[src/rtl/sbuf_pkg.sv]
// sbuf_pkg: shared sizes and entry type for the store buffer and its forwarding lookup
package sbuf_pkg;
  localparam int SB_DEPTH = 4;
  localparam int SB_AW = 64;
  localparam int SB_DW = 64;
  localparam int BYTES = SB_DW / 8;
  localparam int OFF_W = $clog2(BYTES);
  localparam int PTR_W = $clog2(SB_DEPTH);
  localparam int LINE_W = SB_AW - OFF_W;
  typedef struct packed {
    logic              valid;
    logic [LINE_W-1:0] line;
    logic [SB_DW-1:0]  data;
    logic [BYTES-1:0]  mask;
  } sbuf_entry_t;
endpackage

[src/rtl/sbuf_fwd_merge.sv]
// sbuf_fwd_merge: per-byte youngest-first selection of buffered bytes over a circular entry array
module sbuf_fwd_merge
  import sbuf_pkg::*;
(
  input  sbuf_entry_t [SB_DEPTH-1:0] i_ent,
  input  logic [PTR_W-1:0]           i_head,
  input  logic [PTR_W:0]             i_count,
  input  logic [LINE_W-1:0]          i_line,
  input  logic [BYTES-1:0]           i_mask,
  input  logic [SB_DW-1:0]           i_rd_data,
  output logic [SB_DW-1:0]           o_data,
  output logic [BYTES-1:0]           o_hit
);
  sbuf_entry_t w_e;
  // Walk oldest to youngest so the youngest matching store overwrites earlier picks.
  always_comb begin
    o_data = i_rd_data;
    o_hit = '0;
    w_e = '0;
    for (int k = 0; k < SB_DEPTH; k++) begin
      w_e = i_ent[i_head + PTR_W'(k)];
      for (int b = 0; b < BYTES; b++)
        if ((PTR_W+1)'(k) < i_count && w_e.valid && w_e.line == i_line && i_mask[b] && w_e.mask[b]) begin
          o_data[8*b +: 8] = w_e.data[8*b +: 8];
          o_hit[b] = 1'b1;
        end
    end
  end
endmodule

[src/rtl/store_buffer_load_forward.sv]
// store_buffer_load_forward: in-order store queue draining to dmem with per-byte load forwarding.
// Define STORE_BUF_COALESCE_EN to merge same-line stores into the youngest entry.
module store_buffer_load_forward
  import sbuf_pkg::*;
#(
  parameter int DEPTH = SB_DEPTH,
  parameter int ADDR_WIDTH = SB_AW,
  parameter int DATA_WIDTH = SB_DW
) (
  input  logic                    clk,
  input  logic                    rst,
  input  logic                    st_valid,
  output logic                    st_ready,
  input  logic [ADDR_WIDTH-1:0]   st_addr,
  input  logic [DATA_WIDTH-1:0]   st_data,
  input  logic [BYTES-1:0]        st_mask,
  output logic                    mem_wr_valid,
  input  logic                    mem_wr_ready,
  output logic [ADDR_WIDTH-1:0]   mem_wr_addr,
  output logic [DATA_WIDTH-1:0]   mem_wr_data,
  output logic [BYTES-1:0]        mem_wr_mask,
  input  logic [ADDR_WIDTH-1:0]   ld_addr,
  input  logic [BYTES-1:0]        ld_mask,
  input  logic [DATA_WIDTH-1:0]   dmem_rd_data,
  output logic [DATA_WIDTH-1:0]   ld_data,
  output logic [BYTES-1:0]        ld_fwd_hit,
  output logic                    empty
);
  localparam logic [PTR_W:0] FULL = (PTR_W+1)'(DEPTH);
  sbuf_entry_t [DEPTH-1:0] r_ent;
  logic [PTR_W-1:0] r_head, r_tail;
  logic [PTR_W:0] r_count;
  logic [LINE_W-1:0] w_st_line, w_ld_line;
  logic w_enq, w_drn, w_merge, w_alloc;
  assign w_st_line = LINE_W'(st_addr >> OFF_W);
  assign w_ld_line = LINE_W'(ld_addr >> OFF_W);
  assign st_ready = r_count != FULL;
  assign mem_wr_valid = r_count != '0;
  assign empty = r_count == '0;
  assign w_enq = st_valid & st_ready;
  assign w_drn = mem_wr_valid & mem_wr_ready;
  assign w_alloc = w_enq & ~w_merge;
  assign mem_wr_addr = {r_ent[r_head].line, OFF_W'(0)};
  assign mem_wr_data = r_ent[r_head].data;
  assign mem_wr_mask = r_ent[r_head].mask;
`ifdef STORE_BUF_COALESCE_EN
  logic [PTR_W-1:0] w_yidx;
  logic [DATA_WIDTH-1:0] w_mdata;
  assign w_yidx = r_tail - 1'b1;
  // A lone entry that is draining this edge is already on its way to dmem; merging would lose bytes.
  assign w_merge = w_enq & ~empty & (r_ent[w_yidx].line == w_st_line) & ~(w_drn & (r_count == (PTR_W+1)'(1)));
  always_comb begin
    w_mdata = r_ent[w_yidx].data;
    for (int b = 0; b < BYTES; b++)
      w_mdata[8*b +: 8] = st_mask[b] ? st_data[8*b +: 8] : r_ent[w_yidx].data[8*b +: 8];
  end
`else
  assign w_merge = 1'b0;
`endif
  always_ff @(posedge clk) begin
    if (rst) begin
      r_head <= '0;
      r_tail <= '0;
      r_count <= '0;
      for (int i = 0; i < DEPTH; i++) r_ent[i].valid <= 1'b0;
    end else begin
      if (w_drn) r_ent[r_head].valid <= 1'b0;
      if (w_alloc) r_ent[r_tail] <= '{valid: 1'b1, line: w_st_line, data: st_data, mask: st_mask};
`ifdef STORE_BUF_COALESCE_EN
      if (w_merge) begin
        r_ent[w_yidx].data <= w_mdata;
        r_ent[w_yidx].mask <= r_ent[w_yidx].mask | st_mask;
      end
`endif
      r_head <= r_head + PTR_W'(w_drn);
      r_tail <= r_tail + PTR_W'(w_alloc);
      r_count <= r_count + (PTR_W+1)'(w_alloc) - (PTR_W+1)'(w_drn);
    end
  end
  sbuf_fwd_merge u_fwd (
    .i_ent     (r_ent),
    .i_head    (r_head),
    .i_count   (r_count),
    .i_line    (w_ld_line),
    .i_mask    (ld_mask),
    .i_rd_data (dmem_rd_data),
    .o_data    (ld_data),
    .o_hit     (ld_fwd_hit)
  );
endmodule

[config.mk]
export PLATFORM = sky130hd
export DESIGN_NAME = store_buffer_load_forward
export DESIGN_NICKNAME = d
export VERILOG_FILES = /design/src/rtl/sbuf_pkg.sv /design/src/rtl/sbuf_fwd_merge.sv /design/src/rtl/store_buffer_load_forward.sv
export SDC_FILE = /design/constraint.sdc
export NUM_CORES = 2
export LEC_CHECK = 0
export CAP_MARGIN = 25
export CORE_MARGIN = 2
export CORE_UTILIZATION = 47
export DETAILED_ROUTE_END_ITERATION = 10
export DONT_BUFFER_PORTS = 1
export HOLD_SLACK_MARGIN = 0.12
export SYNTH_ARGS = -nofsm -noshare
export SYNTH_HDL_FRONTEND = slang
export SYNTH_HIERARCHICAL = 1
export SYNTH_SLANG_ARGS = --single-unit
[constraint.sdc]
create_clock -name clk -period 13.9 [get_ports clk]
set_input_delay 2.78 -clock clk [delete_from_list [all_inputs] [get_ports clk]]
set_output_delay 2.78 -clock clk [all_outputs]
set_load 0.02 [all_outputs]
==> results.md <==
- Initial Util: 47.6%
- Most common cell after layout, fill and taps aside: and2_1
- Overflow after GRT: 0
- Crit path DAT: 7.70 ns
- Syn. warnings: 6
- Drc violations: 0
- Final Max Tran Viols: 0
- Peak supply drop: 180 uV
- Gr usage total: 35.3%
- Final net count: 4,112
- Number of synthesized flops with an enable pin: 532
- # H-tree levels: 3
- Cells after synthesis: 4,050
- First-pass GRT wire length: 241,000 um
- Input/output buffers: 0
- Final hold violations: 0
- Ys flop type: edfxtp_1
- Post-synth ARST share: 0%
- Max cap viols: 0
- Cell seen most often among critical-path stages: mux2i_1
- Total core area: 0.0919 mm2
- Max stage delay on crit path: 0.86 ns
- Max-Slew Margin vs Limit: 18.1%
- Initial DRC count: 4,531
- Cell class contributing the biggest share of worst-path delay: simple AND/OR/NAND/NOR gates
- Die height: 309 um
- Routed Antenna Nets: 0
- DRT Pass-1 Iters: 6
- Cell taking the most area after synthesis: edfxtp_1
- PD cells: 158 mW/mm2
- Clk_skew: 0.0233 ns
- Vias: 34,700
- Seq/Total Area, Yosys: 37.0%
- Placed cell count: 4,997
- TritonCTS Buffers: 68
- Clock tree buffer depth: 3
- Cell Area, Placed: 0.0439 mm2
- Worst path cell trace: buf_12 > buf_4 > mux2i_1 > o22ai_1 > or4_1 > mux2i_1 > o211ai_1 > nor4_4 > nand3_1 > o21ai_0 > a21oi_1 > a211o_1
- WL final: 173,000 um
- Slew at the pin with the worst max-slew slack: 1.19 ns
- Mapped Area: 0.0438 mm2
- Clock sink count: 543
- Hold Path Class: register to register
- Number of global-route vias before repair: 32,000
- Critical path endpoint category: primary output
- Leakage: 15.6 nW
- Final Cycle Share: 75.4%
- Status: finished clean
- Fin util: 50.4%
- Post-Layout Cell Count: 5,140
- Clock transition at the registers of the reported paths: 0.06 ns
- Routed WL per cell: 33.7 um
- Die area: 0.0956 mm2
- Critical Path Start Type: register
- DP HPWL: 127,000 um
- Crit-path max FO: 124
- Worst-Skew Late Latency: 0.66 ns
- Gpl congestion: 1.07
- Die X: 309 um
- Initial antenna violation count: 8
- Setup Fix Bufs, Post-CTS: 0
- Area contributors post-synth: edfxtp_1, mux4_2, mux2i_1
- Mapped Avg Cell Area: 10.8 um2
- Layout cells sized above 1: 14.3%
- #FFs+latches synth: 543
- # IOs: 487
- Most frequent cells in the layout: and2_1, edfxtp_1, mux2i_1, mux4_2, a21oi_1
- Library cells used by synthesis: 92
- Final Cell Area: 0.0464 mm2
- Largest net degree at the start of global routing: 232
- CTS resizes: 0
- Max Fclk: 0.0954 GHz
- Area share of the largest cell type after synthesis: 36.5%
- Synthesis-to-layout area growth: 5.92%
- RSZ-0062 raised after global routing: false
- Final setup fails: 0
- Worst Setup Path Type: register to primary output
- Worst Path Buf+Inv: 2
- Hold Buf Count CTS: 0
- Routed vias/inst: 6.75
- CTS tree: done
- Minimum clock period: 10.48 ns
- Setup TNS: 0 ns
- CTS root buf: clkbuf_16
- Slowest CP cell: dfxtp_4
- CP Data Required Time: 11.12 ns
- # rows: 111
[through the flow]
stage / setup slack [ns] / power (W) / hold WS (ns)
global placement: 3.53 / 0.00541 / 0.471
global route: 3.29 / 0.00760 / 0.524
floorplan: 4.59 / 0.00461 / 0.454
CTS: 3.31 / 0.00727 / 0.489
detailed placement: 3.48 / 0.00542 / 0.481
finish: 3.42 / 0.00735 / 0.487
[cells by family (layout without fill, tap and decap cells)]
| family | count (synthesis) | count (layout) | share of synthesized area [%] |
|---|---|---|---|
| mux | 769 | 769 | 24.2 |
| fa+ha+maj | 5 | 5 | 0.160 |
| compound gates | 788 | 788 | 12.5 |
| xor+xnor | 159 | 159 | 3.18 |
| buf+inv | 391 | 225 | 4.97 |
| other cells | 1 | 14 | 0.00857 |
| flops | 543 | 543 | 37.0 |
| simple gates | 1394 | 1394 | 18.0 |
[power by group]
| part | switching, W | internal [W] |
|---|---|---|
| sequential | 0.000114 | 0.00194 |
| clock | 0.000745 | 0.00110 |
| combinational | 0.00222 | 0.00124 |
[synth_stat cells, types with 45 or more instances]
master / count
a21o_1: 49
a21oi_1: 214
and2_1: 578
buf_2: 75
buf_6: 48
clkbuf_1: 165
edfxtp_1: 532
mux2_2: 113
mux2i_1: 434
mux4_2: 218
nand2_1: 192
nand4_1: 45
nor2_1: 185
nor2b_1: 84
nor3_1: 83
o21ai_0: 109
o221ai_1: 53
o31a_1: 60
xnor2_1: 143
[registers in the layout (all words and copies together), names as in the netlist]
| register | cells |
|---|---|
| r_ent | 536 |
| r_head | 2 |
| r_tail | 2 |
| r_count | 3 |
[area by class of cell]
type,count,area (um2)
Multi-Input combinational cell,3118,25500
Fill cell,8341,45600
Inverter,37,146
Timing Repair Buffer,63,632
Tap cell,1243,1560
Clock inverter,44,519
Antenna cell,11,27.5
Clock buffer,81,1790
Sequential cell,543,16200
[layer usage]
metal | global-route usage [%] | wire length (um) | vias to the layer above
met4 | 12.3 | 6520 | 6
li1 | - | - | 15000
met1 | 48.3 | 70400 | 17400
met5 | 0 | 48 | -
met2 | 51.5 | 74100 | 1928
met3 | 12.9 | 22400 | 334
[worst min-delay path: stages (launching register included)]
cell	delay (ns)
dfxtp_1	0.31
o21ai_0	0.07
a21oi_1	0.07
[final timing paths]
path / from / endpoint / slack (ns) / cells after the start
max: r_head[1]$_SDFF_PP0_ / ld_data[56] / 3.42 / 12
max reg2reg: r_count[1]$_SDFF_PP0_ / r_ent[376]$_DFFE_PP_ / 9.99 / 5
min reg2reg: r_ent[267]$_SDFF_PP0_ / r_ent[267]$_SDFF_PP0_ / 0.49 / 2
min: r_ent[267]$_SDFF_PP0_ / r_ent[267]$_SDFF_PP0_ / 0.49 / 2
Power figures use the tool's default switching activity.
